==> config.mk <==
export PLATFORM = sky130hd
export DESIGN_NAME = fmult_seq
export DESIGN_NICKNAME = d
export VERILOG_FILES = /design/src/rtl/fmult_seq.sv
export SDC_FILE = /design/constraint.sdc
export NUM_CORES = 1
export LEC_CHECK = 0
export ABC_CLOCK_PERIOD_IN_PS = 4000
export CAP_MARGIN = 20
export CORE_ASPECT_RATIO = 2
export CORE_MARGIN = 2
export CORE_UTILIZATION = 53
export CTS_CLUSTER_SIZE = 10
export DETAILED_ROUTE_END_ITERATION = 16
export PLACE_DENSITY = 0.75
export REMOVE_ABC_BUFFERS = 1
export SYNTH_ARGS = -nofsm -noshare
export SYNTH_HDL_FRONTEND = slang
export SYNTH_SLANG_ARGS = --single-unit
export TNS_END_PERCENT = 100
==> constraint.sdc <==
create_clock -name clk -period 4 [get_ports clk]
set_input_delay 0.6 -clock clk [delete_from_list [all_inputs] [get_ports clk]]
set_output_delay 0.6 -clock clk [all_outputs]
set_load 0.01 [all_outputs]
==> src/rtl/fmult_seq.sv <==
// fmult_seq: sequential IEEE-754 single-precision multiplier.
// A shift-add datapath consumes BITS_PER_CYCLE multiplier bits per cycle,
// then one NORM cycle builds the truncated result and one DONE cycle
// presents it. Optional macro FMULT_SEQ_SPECIAL_EN enables NaN/Inf/zero
// handling and exponent overflow/underflow saturation in NORM.
module fmult_seq #(
    parameter int BITS_PER_CYCLE = 1
) (
    input  logic        clk,
    input  logic        rst_n,
    input  logic        start,
    input  logic [31:0] a,
    input  logic [31:0] b,
    output logic        busy,
    output logic        done,
    output logic [31:0] out
);

    localparam int N_ITER = 24 / BITS_PER_CYCLE;
    localparam logic [4:0] LAST_CNT = 5'(N_ITER - 1);

    typedef enum logic [1:0] {
        S_IDLE = 2'd0,
        S_MULT = 2'd1,
        S_NORM = 2'd2,
        S_DONE = 2'd3
    } state_t;

    state_t      r_state;
    state_t      w_next;
    logic        r_sign;
    logic [7:0]  r_ea;
    logic [7:0]  r_eb;
    logic [23:0] r_ma;
    logic [23:0] r_mb;
    logic [47:0] r_acc;
    logic [4:0]  r_cnt;
    logic [31:0] r_out;

    logic [47:0] w_partial;
    logic [5:0]  w_shamt;
    logic [47:0] w_addend;
    logic [22:0] w_frac;
    logic [31:0] w_result;
    logic        w_unused_bits;

`ifdef FMULT_SEQ_SPECIAL_EN
    logic               r_fa_nz;
    logic               r_fb_nz;
    logic signed [9:0]  w_exp;
    logic               w_a_nan, w_b_nan, w_a_inf, w_b_inf, w_a_zero, w_b_zero;
`else
    logic [7:0]         w_exp;
`endif

    // Partial product of the multiplicand with the current multiplier chunk,
    // placed at the weight of the chunk being consumed this iteration.
    assign w_partial     = 48'(r_ma) * 48'(r_mb[BITS_PER_CYCLE-1:0]);
    assign w_shamt       = 6'(r_cnt) * 6'(BITS_PER_CYCLE);
    assign w_addend      = w_partial << w_shamt;
    assign w_unused_bits = ^r_acc[22:0];

    // Normalisation and result assembly from the finished product.
    always_comb begin
        w_frac   = 23'd0;
        w_result = 32'd0;
        if (r_acc[47]) begin
            w_frac = r_acc[46:24];
        end else begin
            w_frac = r_acc[45:23];
        end
`ifdef FMULT_SEQ_SPECIAL_EN
        w_a_nan  = (r_ea == 8'hFF) && r_fa_nz;
        w_b_nan  = (r_eb == 8'hFF) && r_fb_nz;
        w_a_inf  = (r_ea == 8'hFF) && !r_fa_nz;
        w_b_inf  = (r_eb == 8'hFF) && !r_fb_nz;
        w_a_zero = (r_ea == 8'h00);
        w_b_zero = (r_eb == 8'h00);
        w_exp    = $signed({2'b00, r_ea}) + $signed({2'b00, r_eb}) - 10'sd127
                   + $signed({9'd0, r_acc[47]});
        if (w_a_nan || w_b_nan || (w_a_inf && w_b_zero) || (w_a_zero && w_b_inf)) begin
            w_result = 32'h7FC00000;
        end else if (w_a_inf || w_b_inf) begin
            w_result = {r_sign, 8'hFF, 23'd0};
        end else if (w_a_zero || w_b_zero) begin
            w_result = {r_sign, 31'd0};
        end else if (w_exp >= 10'sd255) begin
            w_result = {r_sign, 8'hFF, 23'd0};
        end else if (w_exp <= 10'sd0) begin
            w_result = {r_sign, 31'd0};
        end else begin
            w_result = {r_sign, w_exp[7:0], w_frac};
        end
`else
        // Exponent wraps modulo 256: no special-value handling in this build.
        w_exp    = r_ea + r_eb - 8'd127 + {7'd0, r_acc[47]};
        w_result = {r_sign, w_exp, w_frac};
`endif
    end

    // State register.
    always_ff @(posedge clk or negedge rst_n) begin
        if (!rst_n) begin
            r_state <= S_IDLE;
        end else begin
            r_state <= w_next;
        end
    end

    // Next-state decode: start is only looked at in IDLE.
    always_comb begin
        w_next = r_state;
        case (r_state)
            S_IDLE: begin
                if (start) begin
                    w_next = S_MULT;
                end else begin
                    w_next = S_IDLE;
                end
            end
            S_MULT: begin
                if (r_cnt == LAST_CNT) begin
                    w_next = S_NORM;
                end else begin
                    w_next = S_MULT;
                end
            end
            S_NORM:  w_next = S_DONE;
            S_DONE:  w_next = S_IDLE;
            default: w_next = S_IDLE;
        endcase
    end

    // Operand capture, shift-add accumulation and result register.
    always_ff @(posedge clk or negedge rst_n) begin
        if (!rst_n) begin
            r_sign  <= 1'b0;
            r_ea    <= 8'd0;
            r_eb    <= 8'd0;
            r_ma    <= 24'd0;
            r_mb    <= 24'd0;
            r_acc   <= 48'd0;
            r_cnt   <= 5'd0;
            r_out   <= 32'd0;
`ifdef FMULT_SEQ_SPECIAL_EN
            r_fa_nz <= 1'b0;
            r_fb_nz <= 1'b0;
`endif
        end else begin
            case (r_state)
                S_IDLE: begin
                    if (start) begin
                        r_sign  <= a[31] ^ b[31];
                        r_ea    <= a[30:23];
                        r_eb    <= b[30:23];
                        r_ma    <= {1'b1, a[22:0]};
                        r_mb    <= {1'b1, b[22:0]};
                        r_acc   <= 48'd0;
                        r_cnt   <= 5'd0;
`ifdef FMULT_SEQ_SPECIAL_EN
                        r_fa_nz <= (a[22:0] != 23'd0);
                        r_fb_nz <= (b[22:0] != 23'd0);
`endif
                    end
                end
                S_MULT: begin
                    r_acc <= r_acc + w_addend;
                    r_mb  <= r_mb >> BITS_PER_CYCLE;
                    r_cnt <= r_cnt + 5'd1;
                end
                S_NORM: begin
                    r_out <= w_result;
                end
                default: begin
                    r_cnt <= 5'd0;
                end
            endcase
        end
    end

    assign busy = (r_state != S_IDLE);
    assign done = (r_state == S_DONE);
    assign out  = r_out;

endmodule
Yosys cells after proc, flatten, opt, wreduce, memory -nomap -nowiden
Cells that the tools add are included.
{"block": "word_totals", "wordCells": 39, "in_bits": 67, "output_inout_bits": 34, "register_bits": 152}
{"block": "op_classes", "mul": 1, "eq_ne": 5, "n_addsub": 5, "bitwise": 2, "muxes": 10, "reduce_logical": 6, "shift": 1}
{"cell": "$pmux W48 S2", "count": 1}
{"cell": "$add A48 B48 Y48", "count": 1}
{"cell": "$mux W48", "count": 1}
{"cell": "$pmux W24 S2", "count": 1}
{"cell": "$shl A25 B5 Y48", "count": 1}
{"cell": "$mul A24 B1 Y25", "count": 1}
{"cell": "$mux W24", "count": 1}
{"cell": "$mux W23", "count": 1}
{"cell": "$pmux W5 S3", "count": 1}
{"cell": "$add A8 B1 Y8", "count": 1}
{"cell": "$add A8 B8 Y8", "count": 1}
{"cell": "$pmux W2 S4", "count": 1}
{"cell": "$sub A8 B7 Y8 const B", "count": 1}
{"cell": "$reduce_and A2 Y1", "count": 3}
{"cell": "$add A5 B1 Y5 const B", "count": 1}
{"cell": "$eq A5 B5 Y1 const B", "count": 1}
{"cell": "$mux W5", "count": 1}
{"cell": "$eq A2 B2 Y1 const B", "count": 2}
{"cell": "$reduce_bool A2 Y1", "count": 2}
{"cell": "$eq A2 B1 Y1 const B", "count": 1}
{"cell": "$logic_not A2 Y1", "count": 1}
{"cell": "$mux W2", "count": 1}
{"cell": "$ne A2 B2 Y1 const B", "count": 1}
{"cell": "$mux W1", "count": 1}
{"cell": "2 further kinds", "count": 2}

Logic depth before layout (Yosys ltp)
Gate-level depths: netlist of the first run.
{"block": "depth", "ltp_word": 4, "depth_mapped": 21, "mapped_depth_nobuf": 19}

Worst setup path before layout of the first run
No wires, ideal clock.
{"block": "synth_path", "kind": "flip-flop to flip-flop", "start": "reg r_cnt[0]", "end": "reg r_acc[45]", "required_ns": 3.878, "synth_period_minus_slack_ns": 4.056, "path_buffers": 2, "arrival_ns": 3.935, "path_stages_with_launch": 20, "slack_ns": -0.056, "setup_time_ns": 0.122, "cell_sequence": "dfrtp_1 > buf_2 > buf_2 > mux2_2 > o21ai_0 > mux2i_1 > nand2_1 > nor2_1 > a31oi_1 > nor2_1 > ha_1 > nand4_1 > nor3_2 > and2_1 > a31oi_1 > a41o_1 > o31a_4 > nor4_4 > o21ai_1 > a32o_1"}
{"block": "synth_between", "elab_chain_len": 3}
{"element": "start, declared", "line_no": "37", "text": "logic [4:0] r_cnt;"}
{"element": "start signal, assigned", "line_no": "169", "text": "r_cnt <= r_cnt + 5'd1;"}
{"element": "$shl A25 B5 Y48", "line_no": "60", "text": "assign w_addend = w_partial << w_shamt;"}
{"element": "$add A48 B48 Y48", "line_no": "167", "text": "r_acc <= r_acc + w_addend;"}
{"element": "$pmux W48 S2", "line_no": "150", "text": "case (r_state)"}
{"element": "end signal, assigned", "line_no": "167"}
{"element": "end, declared", "line_no": "36", "text": "logic [47:0] r_acc;"}
No other way between the ends.
A chain may end at the register's enable or synchronous reset.

Final worst setup path of the first run
Ends and elaborated chain as after synthesis.

==> results.md, run 1 <==
* Reg-to-reg startpoint: r_cnt[0]$_DFFE_PN0P_
* R2r endpoint: r_acc[45]$_DFFE_PN0P_
* Setup crit end: r_acc[45]$_DFFE_PN0P_
* Hold Vio Cnt, Final at 0
* Fin area at about 0.015 mm²
* HP Class: input port to async pin
* Worst Setup End Kind: register
* Unrepaired setup endpoints after global routing: yes
* Buffer type at the clock tree root: clkbuf_16
* CTS tree: done
* Largest net degree at the start of global routing at between 90 and 100
* # nets final at 1624
* Async set-reset flop share out of synthesis at 100%
* Layout cell share with drive strength beyond 1 at about a third
* Initial core utilization at 53.7%
* Initial antenna violation count at 0
* Core area at approximately 0.020 mm²
* Max Cap Viol at 0
* CP Launch Type: register
* Die area at 0.0213 mm²
* Synth Area per Inst at 8.76 µm²
* Fin cells at about 1800
* H-tree levels at 4
* Outcome: finished with violations
* GR Overflow Total at 0
* Port bufs at 100
* Diodes inserted at 0
* Via/cell ratio at 5.93
* Vias in the first global route at about 11000
* Sequential area share after synthesis at a little over a third
* #FFs+latches synth at between 150 and 200
* Setup ws final at -0.216 ns
* Worst slew margin at 26.7%
* GPL Wtd Cong at 1.01
* Maximum fanout along the worst path at 7
* Worst-Skew Late Latency at roughly 0.45 ns
* Ys Warns at 0
* Worst Path Class, Setup: register to register
* CP Launch Point: r_cnt[0]$_DFFE_PN0P_
* Period minus WS final at about 4.2 ns
* Cell Rows at between 70 and 80
* WP data required at roughly 4.3 ns
* First-pass GRT wire length at 52700 µm
* Via count at 10500
* Clk sink count at between 150 and 200
* Cells after Synth at 1214
* GRT Resource Usage Total at 31.5%
* Post-CTS Hold Buffers at 0
* Wirelength per Cell at 19.3 µm
* Synthesized cell area at about 0.011 mm²
* Synth-to-layout area growth at 40.5%
* DR pass1 iterations at 5
* EDFF count, synth at 0
* Worst Skew at roughly 0.012 ns
* Setup violators final at 11
* Reg2Reg Setup Slack at -0.22 ns
* Max Freq at 237 MHz
* CTS clk-pin slew, worst paths at roughly 0.070 ns
* Core Util, Final at around three quarters
* Measured slew at the worst slew-check pin at approximately 1.1 ns
* Total clock buffers created by CTS at 17
* Failing checks: negative setup slack
* Worst Path Arrival at ~4.6 ns
* IO Pins at between 100 and 150
* Synth Flop Type: dfrtp_1
* DRC viols at 0
* Detailed Route WL at around 34000 µm
* CTS Buffer Depth at 2
* Reg2Reg Depth at 17
* Fin. max-slew vios at 0
* 1st-iter DRT viols at 627
* Placement Cell Area at ~0.013 mm²
* Placed cells at about 1700
* Remaining antenna violation count after routing at 0
* HPWL Detailed at 24200 µm
* Die height at between 200 and 250 µm
* Share of the clock period used by the worst path at 105%
* Horiz. Die Dim at between 100 and 150 µm
* Synth cell types at 78
[routing by layer]
| metal | track usage, % | vias to the layer above | share of wire (%) |
|---|---|---|---|
| li1 | - | 4894 | - |
| met1 | 29.3 | 4993 | 33 |
| met2 | 61.5 | 404 | 55 |
| met3 | 3.60 | 188 | 3.4 |
| met4 | 23.6 | 0 | 8.7 |
| met5 | 0 | - | 0 |
[cells in the mapped netlist (12+ instances only)]
library cell / instances / share of area (%)
inv_1: 19 / 0.67
xnor2_1: 30 / 2.5
mux2i_1: 74 / 7.0
nor2_1: 87 / 3.1
o22ai_1: 18 / 1.1
a21oi_1: 63 / 3.0
o21bai_1: 12 / 0.85
o21ai_0: 150 / 7.1
nand3_1: 22 / 1.0
ha_1: 62 / 7.3
nand4_1: 16 / 0.94
o211ai_1: 16 / 1.1
nand2_1: 182 / 6.4
dfrtp_1: 152 / 36
xor2_1: 23 / 1.9
mux2_2: 55 / 5.8
clkbuf_1: 57 / 2.0
a31oi_1: 17 / 1.0
[kinds of logic (layout without fill, tap and decap cells)]
family / count (synthesis) / count (layout) / share of synthesized area, %
and+or+nand+nor: 359 / 359 / 15.0
AOI/OAI and AO/OA: 354 / 354 / 20.1
DFF: 152 / 152 / 35.8
muxes: 129 / 129 / 12.8
buffers and inverters: 103 / 394 / 4.32
adders and majority gates: 64 / 64 / 7.67
xor gates and xnor gates: 53 / 53 / 4.36
[layout make-up]
class	count	area [µm²]
Sequential cell	152	3800
Timing Repair Buffer	341	2870
Fill cell	1461	4870
Inverter	22	82.6
Clock inverter	14	188
Multi-Input combinational cell	959	7240
Tap cell	262	328
Clock buffer	17	425
[cells in the final DEF (no fill, tap or decap), types with 7 or more instances in the layout]
cell,count
o22ai_1,11
xnor2_1,28
mux2i_1,61
a21oi_2,17
xor2_1,20
a31oi_1,11
o21ai_1,27
o21ai_2,17
a21oi_1,43
buf_4,229
ha_4,9
a21o_1,11
ha_1,49
o21bai_1,8
clkdlybuf4s50_1,99
nand4_1,16
buf_6,11
nor2_2,9
clkbuf_16,17
mux2i_2,9
o211ai_1,16
mux2_2,49
nand3_1,21
o21ai_0,115
dfrtp_1,151
nand2_1,176
nor2_1,74
inv_1,19
and2_1,7
[registers in the layout (all words and copies together), names as in the netlist, named ones only]
signal,cells
r_sign,1
r_ea,8
r_ma,24
r_acc,48
r_cnt,5
out,32
r_eb,8
r_state,1
r_mb,24
[worst max-delay path: stages (launching register included)]
cell and delay (ns):
dfrtp_2 0.49, buf_6 0.15, mux2_2 0.35, o211ai_1 0.29, buf_4 0.18, mux2i_1 0.11, o21ai_2 0.22, nor2_1 0.07
ha_1 0.38, nand2_2 0.11, nor3_2 0.23, and2_1 0.18, a31oi_2 0.06, a41o_1 0.29, o31a_4 0.34, nor4_4 0.31
o21ai_1 0.09, a32o_1 0.26
[metrics by stage]
stage | hold WS, ns | TNS [ns] | worst slack (ns)
6_report | 0.175 | -1.55 | -0.216
5_1_grt | 0.261 | -4.59 | -0.394
4_1_cts | 0.236 | -0.238 | -0.0566
3_5_place_dp | 0.469 | -5.03 | -0.404
3_3_place_gp | 0.462 | -3.47 | -0.333
2_1_floorplan | 0.304 | -6.84 | -0.413
[how the worst min path moves through the flow]
stage | start | end | cells after the start
floorplan | rst_n | async pin | 0
CTS | rst_n | r_mb[1]$_DFFE_PN0P_ | 1
detailed placement | out[20]$_DFFE_PN0P_ | out[20]$_DFFE_PN0P_ | 2
global route | rst_n | r_mb[3]$_DFFE_PN0P_ | 1
finish | rst_n | r_mb[3]$_DFFE_PN0P_ | 1
global placement | r_mb[2]$_DFFE_PN0P_ | r_mb[2]$_DFFE_PN0P_ | 2
[repair_timing]
item	CTS	global route
resized for setup	100	107
endpoints found under the setup margin	22	27
pin swaps	38	53
buffers inserted	24	19
gates cloned	1	0
hold endpoints to repair	0	0
Power of run 1 is left out: the tool's default activity adds up to more than one toggle a clock period on the data nets, which glitch-free logic cannot reach.
==> run 2, diff against run 1 <==
--- a/config.mk
+++ b/config.mk
@@ -9,9 +9,10 @@
 export CAP_MARGIN = 20
 export CORE_ASPECT_RATIO = 2
 export CORE_MARGIN = 2
-export CORE_UTILIZATION = 53
+export CORE_UTILIZATION = 59
 export CTS_CLUSTER_SIZE = 10
 export DETAILED_ROUTE_END_ITERATION = 16
+export DONT_BUFFER_PORTS = 1
 export PLACE_DENSITY = 0.75
 export REMOVE_ABC_BUFFERS = 1
 export SYNTH_ARGS = -nofsm -noshare
==> run 2 against run 1 <==
Effect of this change:
- the flow finishes with violations (negative hold slack, negative setup slack)
- global-route usage grew 3.0 points
- clock skew up 0.0040 ns
- core utilization rose by 3.6 points
==> results.md, run 2 (synthesized netlist as in run 1, its figures left out) <==
* Outcome: finished with violations
* Failing checks: negative hold slack, negative setup slack
* Max Freq at 236 MHz (-0.45%)
* GR Overflow Total at 0 (unchanged)
* Reg with most FFs: r_acc
* IO Pins at 101 (unchanged)
* Worst Path Class, Setup: register to register
* Period minus WS final at 4.23 ns (+0.0191 ns)
* Initial antenna violation count at 0 (unchanged)
* Worst slew margin at 27.7% (+1.0 points)
* WHS at -0.156 ns (-0.331 ns)
* CTS tree: done
* Diodes inserted at 0 (unchanged)
* Remaining antenna violation count after routing at 0 (unchanged)
* Cell Rows at 69 (-5.5%)
* Measured slew at the worst slew-check pin at 1.08 ns (-0.0154 ns)
* Share of the clock period used by the worst path at 106% (+0.48 points)
* First-pass GRT wire length at 52300 µm (-0.79%)
* Setup ws final at -0.235 ns (-0.0191 ns)
* Worst-Skew Late Latency at 0.45 ns (about the same)
* FILL cells at 1068 (-27%)
* Detailed Route WL at 34300 µm (+0.65%)
* Initial core utilization at 60.1% (+6.4 points)
* GPL Wtd Cong at 0.989 (-1.7%)
* HPWL Detailed at 23000 µm (-4.7%)
* Unrepaired setup endpoints after global routing: yes
* HP Class: input port to async pin
* Synth-to-layout area growth at 31.5%
* CTS clk-pin slew, worst paths at 0.07 ns (about the same)
* Commonest non-fill, non-tap cells in the layout: 217 x buf_4, 176 x nand2_1, 151 x dfrtp_1, 110 x o21ai_0, 72 x nor2_1
* Core Util, Final at 79.0% (+3.6 points)
* Via/cell ratio at 6.43 (+8.4%)
* Worst Setup End Kind: register
* Total clock buffers created by CTS at 17 (unchanged)
* Worst Skew at 0.0161 ns (+0.00400 ns)
* Via count at 10300 (-1.3%)
* CP Launch Type: register
* Max Cap Viol at 0 (unchanged)
* Setup violators final at 16 (+5)
* Worst Path Arrival at 4.52 ns (-0.03 ns)
* Fin. max-slew vios at 0 (unchanged)
* GRT Resource Usage Total at 34.4% (+3.0 points)
* Largest net degree at the start of global routing at 153 (+61%)
* CTS Buffer Depth at 2 (unchanged)
* Layout cell share with drive strength beyond 1 at 34.0% (+2.3 points)
* Horiz. Die Dim at 98.9 µm (-5.0%)
* Commonest non-fill, non-tap cell in the layout: buf_4
* Maximum fanout along the worst path at 10 (+3)
* Max reg flops at 48 (unchanged)
* WP data required at 4.29 ns (-0.04 ns)
* Vias in the first global route at 10400 (-3.7%)
* Wirelength per Cell at 21.3 µm (+11%)
* DR pass1 iterations at 5 (unchanged)
* Hold Vio Cnt, Final at 152 (+152)
* DRC viols at 0 (unchanged)
* Die height at 194 µm (-5.1%)
* # nets final at 1514 (-6.8%)
* H-tree levels at 4 (unchanged)
* Port bufs at 0 (-100%)
* Clk sink count at 152 (unchanged)
* Die area at 0.0192 mm² (-9.9%)
* Core area at 0.0177 mm² (-11%)
* 1st-iter DRT viols at 866 (+38%)
* Buffer type at the clock tree root: clkbuf_16
[run 2: final timing paths]
kind                                 startpoint                     to  slack (ns)  cells after the start
min                                       rst_n    out[30]$_DFFE_PN0P_       -0.16                      0
max reg2reg                r_cnt[0]$_DFFE_PN0P_  r_acc[37]$_DFFE_PN0P_       -0.23                     22
max                        r_cnt[0]$_DFFE_PN0P_  r_acc[37]$_DFFE_PN0P_       -0.23                     22
max in group asynchronous                 rst_n  r_acc[12]$_DFFE_PN0P_        3.97                      0
min reg2reg                r_mb[15]$_DFFE_PN0P_   r_mb[15]$_DFFE_PN0P_        0.49                      2
min in group clk                          a[23]    r_ea[0]$_DFFE_PN0P_        0.28                      2
[run 2: cell type report]
type / count / area (µm²) / area share (%)
multi-input cells: 959 / 7330 / 52.4
flip-flops and latches: 152 / 3800 / 27.2
repair buffers: 231 / 1890 / 13.5
clock buffers: 17 / 425 / 3.04
well taps: 213 / 267 / 1.91
clock inverters: 15 / 178 / 1.27
inverters: 22 / 82.6 / 0.591
[run 2: through the flow]
stage / std cells / TNS, ns / cell area [µm²] / setup slack (ns) / hold WS, ns
global placement: 1542 / -3.09 / 12100 / -0.318 / 0.307
global route: 1609 / -5.37 / 14000 / -0.427 / -0.168
detailed placement: 1542 / -4.13 / 12100 / -0.380 / 0.307
floorplan: 1133 / -6.84 / 10300 / -0.413 / 0.304
CTS: 1594 / -0.670 / 13400 / -0.127 / -0.160
finish: 1609 / -2.58 / 14000 / -0.235 / -0.156
[run 2: what timing repair did]
| action | 4_1_cts | 5_1_grt |
|---|---|---|
| setup endpoints to repair | 24 | 27 |
| gates cloned | 2 | 0 |
| pin swaps | 42 | 26 |
| gates resized for setup | 104 | 110 |
| endpoints found under the hold margin | 152 | 152 |
| setup buffers | 18 | 13 |
[run 2: layer usage]
| metal | track usage (%) | vias up | share of wire [%] |
|---|---|---|---|
| met3 | 4.79 | 210 | 4.6 |
| met4 | 24.8 | 0 | 8.7 |
| met5 | 0 | - | 0 |
| met2 | 63.3 | 480 | 54 |
| met1 | 34.2 | 4960 | 33 |
| li1 | - | 4696 | - |
[run 2: critical path, cell delays in order, from the launching register on]
cell	delay (ns)
dfrtp_2	0.44
buf_12	0.16
buf_6	0.13
mux2i_4	0.18
buf_4	0.14
nand2_1	0.06
o211ai_1	0.18
nor2_1	0.16
nor2_1	0.07
mux2_4	0.30
nor2_4	0.14
ha_4	0.15
nand4_1	0.16
buf_4	0.20
nor3_4	0.19
buf_4	0.15
a31oi_4	0.10
a41o_1	0.25
o31a_4	0.34
buf_12	0.15
o31ai_4	0.22
xnor2_2	0.15
o21ai_1	0.07
Power of run 2 is left out for the same reason.
